==> src/rtl/compute_clock_pkg.sv <==
// Shared types for the compute-clock controller: FSM states and stop-cause encodings.
package compute_clock_pkg;

  typedef enum logic [2:0] {
    ST_WAIT_LOCK,
    ST_SETTLE,
    ST_IDLE,
    ST_RUN,
    ST_DRAIN
  } state_t;

  localparam logic [1:0] CAUSE_NONE   = 2'b00;
  localparam logic [1:0] CAUSE_BUDGET = 2'b01;
  localparam logic [1:0] CAUSE_STOP   = 2'b10;
  localparam logic [1:0] CAUSE_LOCK   = 2'b11;

endpackage

==> src/rtl/lock_synchronizer.sv <==
// Brings the asynchronous MMCM lock into the control domain; latency STAGES cycles.
// Free-running flop chain, no flow control; clears to "unlocked" on reset.
module lock_synchronizer #(
  parameter int STAGES = 2
) (
  input  logic clock,
  input  logic reset,
  input  logic async_in,
  output logic sync_out
);

  (* ASYNC_REG = "TRUE" *) logic [STAGES-1:0] sync_q;

  always_ff @(posedge clock or posedge reset) begin
    if (reset) begin
      sync_q <= '0;
    end else begin
      sync_q <= {sync_q[STAGES-2:0], async_in};
    end
  end

  assign sync_out = sync_q[STAGES-1];

endmodule

==> src/rtl/compute_clock_controller.sv <==
// Gates the compute clock after a settled MMCM lock and counts released cycles.
// Enable changes one edge after the deciding input; lock loss overrides everything.
module compute_clock_controller
  import compute_clock_pkg::*;
#(
  parameter int CNT_W         = 32,
  parameter int SYNC_STAGES   = 2,
  parameter int SETTLE_CYCLES = 64,
  parameter int DRAIN_CYCLES  = 4
) (
  input  logic             clock,
  input  logic             reset,
  input  logic             locked,
  input  logic             start,
  input  logic [CNT_W-1:0] budget,
  input  logic             stop,
  input  logic             clear_error,
  output logic             compute_clock_en_n,
  output logic             ready,
  output logic             running,
  output logic             done,
  output logic [CNT_W-1:0] cycle_count,
  output logic             lock_lost,
  output logic [1:0]       stop_cause
);

  localparam int SET_W = (SETTLE_CYCLES > 1) ? $clog2(SETTLE_CYCLES) : 1;
  localparam int DRN_W = (DRAIN_CYCLES > 1) ? $clog2(DRAIN_CYCLES) : 1;
  localparam logic [SET_W-1:0] SETTLE_LOAD = SET_W'(SETTLE_CYCLES - 1);
  localparam logic [DRN_W-1:0] DRAIN_LOAD  = DRN_W'(DRAIN_CYCLES - 1);

  state_t           state;
  logic             lock_s;
  logic [SET_W-1:0] settle_cnt;
  logic [DRN_W-1:0] drain_cnt;
  logic [CNT_W-1:0] budget_q;
  logic             budget_end;

  lock_synchronizer #(
    .STAGES(SYNC_STAGES)
  ) u_lock_sync (
    .clock   (clock),
    .reset   (reset),
    .async_in(locked),
    .sync_out(lock_s)
  );

  assign budget_end = (budget_q != '0) && (cycle_count == budget_q - CNT_W'(1));
  assign running    = ~compute_clock_en_n;

  always_ff @(posedge clock or posedge reset) begin
    if (reset) begin
      state              <= ST_WAIT_LOCK;
      settle_cnt         <= '0;
      drain_cnt          <= '0;
      budget_q           <= '0;
      compute_clock_en_n <= 1'b1;
      ready              <= 1'b0;
      done               <= 1'b0;
      cycle_count        <= '0;
      lock_lost          <= 1'b0;
      stop_cause         <= CAUSE_NONE;
    end else begin
      done <= 1'b0;
      // A loss below is assigned later in this block, so it wins over a clear.
      if (clear_error) lock_lost <= 1'b0;

      case (state)
        ST_WAIT_LOCK: begin
          if (lock_s) begin
            state      <= ST_SETTLE;
            settle_cnt <= SETTLE_LOAD;
          end
        end

        ST_SETTLE: begin
          if (!lock_s) begin
            state <= ST_WAIT_LOCK;
          end else if (settle_cnt == '0) begin
            state <= ST_IDLE;
            ready <= 1'b1;
          end else begin
            settle_cnt <= settle_cnt - SET_W'(1);
          end
        end

        default: begin
          if (!lock_s) begin
            state              <= ST_WAIT_LOCK;
            ready              <= 1'b0;
            compute_clock_en_n <= 1'b1;
            lock_lost          <= 1'b1;
            if (state == ST_RUN || state == ST_DRAIN) begin
              stop_cause <= CAUSE_LOCK;
              done       <= 1'b1;
            end
          end else begin
            case (state)
              ST_IDLE: begin
                if (start) begin
                  state              <= ST_RUN;
                  ready              <= 1'b0;
                  compute_clock_en_n <= 1'b0;
                  budget_q           <= budget;
                  cycle_count        <= '0;
                  stop_cause         <= CAUSE_NONE;
                end
              end

              ST_RUN: begin
                if (cycle_count != '1) cycle_count <= cycle_count + CNT_W'(1);
                // Budget is checked first so a coincident stop reports the budget.
                if (budget_end) begin
                  compute_clock_en_n <= 1'b1;
                  stop_cause         <= CAUSE_BUDGET;
                  state              <= ST_DRAIN;
                  drain_cnt          <= DRAIN_LOAD;
                end else if (stop) begin
                  compute_clock_en_n <= 1'b1;
                  stop_cause         <= CAUSE_STOP;
                  state              <= ST_DRAIN;
                  drain_cnt          <= DRAIN_LOAD;
                end
              end

              ST_DRAIN: begin
                if (drain_cnt == '0) begin
                  done  <= 1'b1;
                  ready <= 1'b1;
                  state <= ST_IDLE;
                end else begin
                  drain_cnt <= drain_cnt - DRN_W'(1);
                end
              end

              default: begin
                state <= ST_WAIT_LOCK;
              end
            endcase
          end
        end
      endcase
    end
  end

endmodule

==> config.mk <==
export PLATFORM = sky130hd
export DESIGN_NAME = compute_clock_controller
export DESIGN_NICKNAME = d
export VERILOG_FILES = /design/src/rtl/compute_clock_pkg.sv /design/src/rtl/lock_synchronizer.sv /design/src/rtl/compute_clock_controller.sv
export SDC_FILE = /design/constraint.sdc
export NUM_CORES = 1
export LEC_CHECK = 0
export ABC_AREA = 0
export BUFFER_PORTS_ARGS = -buffer_cell sky130_fd_sc_hd__buf_2
export CAP_MARGIN = 40
export CORE_ASPECT_RATIO = 1.2
export CORE_MARGIN = 4
export CORE_UTILIZATION = 40
export CTS_CLUSTER_DIAMETER = 100
export DETAILED_ROUTE_END_ITERATION = 10
export HOLD_SLACK_MARGIN = 0.06
export PLACE_DENSITY_LB_ADDON = 0.12
export SLEW_MARGIN = 10
export SYNTH_ARGS = -nofsm -noshare
export SYNTH_HDL_FRONTEND = slang
export SYNTH_SLANG_ARGS = --single-unit
export TNS_END_PERCENT = 100
==> constraint.sdc <==
create_clock -name clock -period 2.9 [get_ports clock]
set_input_delay 0.29 -clock clock [delete_from_list [all_inputs] [get_ports clock]]
set_output_delay 0.29 -clock clock [all_outputs]
set_load 0.01 [all_outputs]
==> impl_metrics.py <==
metrics = {
    "global_route": {
        "grt_pass1_wl_um": 22140,
        "gr-total-overflow": 0,
        "grt.total_usage_pct": 20.10,
        "grt_pass1_vias": 4290,
        "antenna_found_initial": 0,
        "grt_max_degree": 44,
    },
    "critical_path": {
        "timing.rr.end": "drain_cnt[0]$_DFFE_PP0P_",
        "worst-r2r-setup-slack_ns": -0.07,
        "crit_buf_inv": 1,
        "startpoint": "budget_q[1]$_DFFE_PP0P_",
        "cpMaxStageDelayCell": "or4b_4",
        "reg2reg_depth": 11,
        "crit_family": "simple AND/OR/NAND/NOR gates",
        "cp_max_fo": 4,
        "critPathCaptureType": "register",
        "cp.depth": 11,
        "reg2reg_from": "budget_q[1]$_DFFE_PP0P_",
        "required_ns": 3.12,
        "cp_data_arrival_time_ns": 3.19,
        "worstSetupStartpointType": "register",
        "cp_slowest_stage_delay_ns": 0.50,
        "path_cells": "inv_2, ha_4, or4b_4, or3_4, a221oi_1, a211oi_2, a31o_1, nor4b_4, a21o_1, nor3_1, a21oi_1",
        "crit_path_end": "drain_cnt[0]$_DFFE_PP0P_",
        "critical_path_class": "reg2reg",
    },
    "detailed_routing": {
        "drt_iter0_drc": 149,
        "routed_wl_um": 13790,
        "vias_per_cell": 5.411,
        "ant_nets": 0,
        "wire_per_inst_um": 17.12,
        "vias": 4356,
        "drtPass1Iterations": 4,
        "drc": 0,
    },
    "sta": {
        "fin_skew_ns": 0.007800,
        "fin_crit_sh_pct": 102.5,
        "fmax_mhz": 336.6,
        "final-hold-violation-count": 0,
        "drv_slew": 0,
        "tightest_slew_ns": 0.7620,
        "min_period_ns": 2.971,
        "whs_ns": 0.03109,
        "setup_viol": 3,
        "timing.final.ws_setup_ns": -0.07129,
        "rsz0062_at_grt": "true",
        "slew_headroom_pct": 49.02,
    },
    "pwr": {
        "netSwitchingFraction_pct": 22.46,
        "p_sw_mw": 0.5216,
        "pwr-share-comb_pct": 3.5,
        "vdd_drop_max_mv": 0.2450,
        "clockPowerShare_pct": 45.9,
        "seqPwrFrac_pct": 50.6,
        "intPower_mw": 1.801,
        "power_mw": 2.322,
        "powerDensity_nw_per_um2": 370.5,
        "leakage_nw": 2.890,
    },
    "synthesis": {
        "synth_area_um2": 4989,
        "ys_seq_area_share_pct": 41.66,
        "synth_edf_count": 0,
        "ys_warn_count": 0,
        "synthArstFlopShare_pct": 100.0,
        "ys.flop_type": "dfrtp_1",
        "synthCells": 523,
        "syn_area_per_cell_um2": 9.538,
        "synth_nets": 566,
        "yosysUniqueCellTypes": 65,
        "ys_ff_latch": 83,
    },
    "cells_and_area": {
        "fin_cells": 805,
        "fin_nets": 682,
        "drive_gt1_share_pct": 32.61,
        "nFillCells": 1147,
        "syn_to_final_growth_pct": 25.66,
        "utilization_pct": 51.52,
        "diodes": 0,
    },
    "placement": {
        "dpl.hpwl_um": 10230,
        "gp_routability_congestion": 0.9036,
        "portBuffers": 76,
        "place_inst": 785,
    },
    "run_status": {
        "violations": "setup timing",
        "status": "finished with violations",
    },
    "floorplan": {
        "dieArea_um2": 14330,
        "core_um2": 12170,
        "start_util_pct": 41.00,
        "io_pins": 77,
        "die_w_um": 109.9,
        "die_y_um": 130.3,
        "row_count": 44,
    },
    "cts": {
        "clk_latency_ns": 0.34,
        "cts-root-buf": "clkbuf_16",
        "cts_buffers": 9,
        "cts_tree": "yes",
        "clockBufferDepth": 2,
        "numClockSinks": 83,
        "clkTransAtPathRegs_ns": 0.06,
        "htree_levels": 3,
    },
    "job": {
        "drv_cap": 0,
    },
    "min_path": {
        "hp-class": "in2async",
    },
}
## registers in the layout (all words and copies together), names as in the netlist, 2 cells and up
register            cells
settle_cnt              6
state                   3
budget_q               32
drain_cnt               2
stop_cause              2
cycle_count            32
u_lock_sync.sync_q      2
## Yosys cell counts, types with 3 or more instances
cell type / number / share of area [%]
dfrtp_1: 82 / 41
nor2_1: 50 / 3.8
nand2_1: 43 / 3.2
xnor2_1: 40 / 7.0
mux2_2: 30 / 6.8
xor2_1: 25 / 4.4
inv_1: 22 / 1.7
nor3_1: 21 / 2.1
o21ai_0: 19 / 1.9
a21oi_1: 18 / 1.8
nand3_1: 17 / 1.7
clkbuf_1: 15 / 1.1
nand4_1: 13 / 1.6
or3_1: 12 / 1.5
a31oi_1: 8 / 1.0
nor4_1: 8 / 1.0
and2_1: 5 / 0.63
ha_1: 5 / 1.3
nand2b_1: 5 / 0.63
nor2b_1: 5 / 0.63
and3_1: 4 / 0.50
and4_1: 4 / 0.70
buf_6: 4 / 0.90
or4_1: 4 / 0.60
and3b_1: 3 / 0.53
nor3b_1: 3 / 0.45
nor4_2: 3 / 0.75
o2111ai_1: 3 / 0.53
## repair_timing
item	CTS	global route
buffers inserted	0	3
setup endpoints to repair	5	7
gates resized for setup	1	24
hold buffers	1	0
pin swaps	1	19
endpoints found under the hold margin	1	0
## power by group through the flow
| stage | sequential, mW | clock, mW | combinational [mW] |
|---|---|---|---|
| after floorplan | 1.19 | 0 | 0.0420 |
| after global placement | 1.20 | 0 | 0.0826 |
| after detailed placement | 1.20 | 0 | 0.0847 |
| after CTS | 1.17 | 1.10 | 0.0855 |
| after global routing | 1.17 | 1.15 | 0.0945 |
| final | 1.17 | 1.07 | 0.0821 |
## worst reg2reg max path: stages, from the launching register on
cell and delay [ns]:
dfrtp_1 0.40, inv_2 0.10, ha_4 0.14, or4b_4 0.50, or3_4 0.43, a221oi_1 0.41, a211oi_2 0.08, a31o_1 0.21
nor4b_4 0.14, a21o_1 0.22, nor3_1 0.14, a21oi_1 0.06
## cell type report
| cell class | count | area [µm²] | area share, % |
|---|---|---|---|
| clock buffers | 10 | 239.0 | 3.812 |
| clock inverters | 6 | 41.29 | 0.6587 |
| inverters | 22 | 83.83 | 1.337 |
| multi-input cells | 397 | 2854 | 45.53 |
| flip-flops and latches | 83 | 2078 | 33.15 |
| well taps | 161 | 201.4 | 3.214 |
| repair buffers | 126 | 770.7 | 12.30 |
## how the worst min path moves through the flow
stage | start | endpoint | slack, ns | cells past startpoint
2_1_floorplan | locked | u_lock_sync.sync_q[0]$_DFF_PP0_ | 0.32 | 0
3_3_place_gp | u_lock_sync.sync_q[0]$_DFF_PP0_ | u_lock_sync.sync_q[1]$_DFF_PP0_ | 0.34 | 0
3_5_place_dp | u_lock_sync.sync_q[0]$_DFF_PP0_ | u_lock_sync.sync_q[1]$_DFF_PP0_ | 0.34 | 0
4_1_cts | reset | budget_q[3]$_DFFE_PP0P_ | 0.06 | 2
5_1_grt | reset | cycle_count[7]$_DFFE_PP0P_ | 0.10 | 2
6_report | reset | cycle_count[5]$_DFFE_PP0P_ | 0.03 | 2
## metrics by stage
stage / cell area (µm²) / TNS [ns] / setup slack [ns]
after floorplan: 4989 / 0 / 0.09406
after global placement: 5823 / 0 / 0.1006
after detailed placement: 5823 / -0.07747 / -0.03962
after CTS: 6120 / 0 / 0.02984
after global routing: 6269 / -0.5276 / -0.1139
final: 6269 / -0.1256 / -0.07129
## placed cells by master, fill, tap and decap left out, types with 10 or more instances in the layout
| master | instances |
|---|---|
| a21oi_1 | 18 |
| o21ai_0 | 19 |
| xnor2_1 | 38 |
| buf_2 | 76 |
| dfrtp_1 | 82 |
| xor2_1 | 25 |
| mux2_2 | 30 |
| or3_1 | 10 |
| nor2_1 | 48 |
| nand4_1 | 13 |
| buf_4 | 48 |
| nand3_1 | 16 |
| nand2_1 | 43 |
| nor3_1 | 20 |
| inv_1 | 19 |
## cell families after synthesis
kind of cell / share of synthesized area (%)
simple gates: 24.20
flops: 41.66
compound gates: 10.66
xor+xnor: 11.41
buf+inv: 3.837
mux: 6.973
fa+ha+maj: 1.254
## metal layers
| layer | vias to the layer above | GRT usage, % | share of wire (%) | wire, µm |
|---|---|---|---|---|
| met5 | - | 0 | 0 | 0 |
| met4 | 0 | 8.951 | 2.3 | 313 |
| met3 | 21 | 3.464 | 4.4 | 613 |
| met2 | 98 | 31.75 | 48 | 6682 |
| met1 | 2130 | 26.92 | 45 | 6176 |
| li1 | 2107 | - | - | - |
No activity file was read; power rests on OpenSTA's default activity.
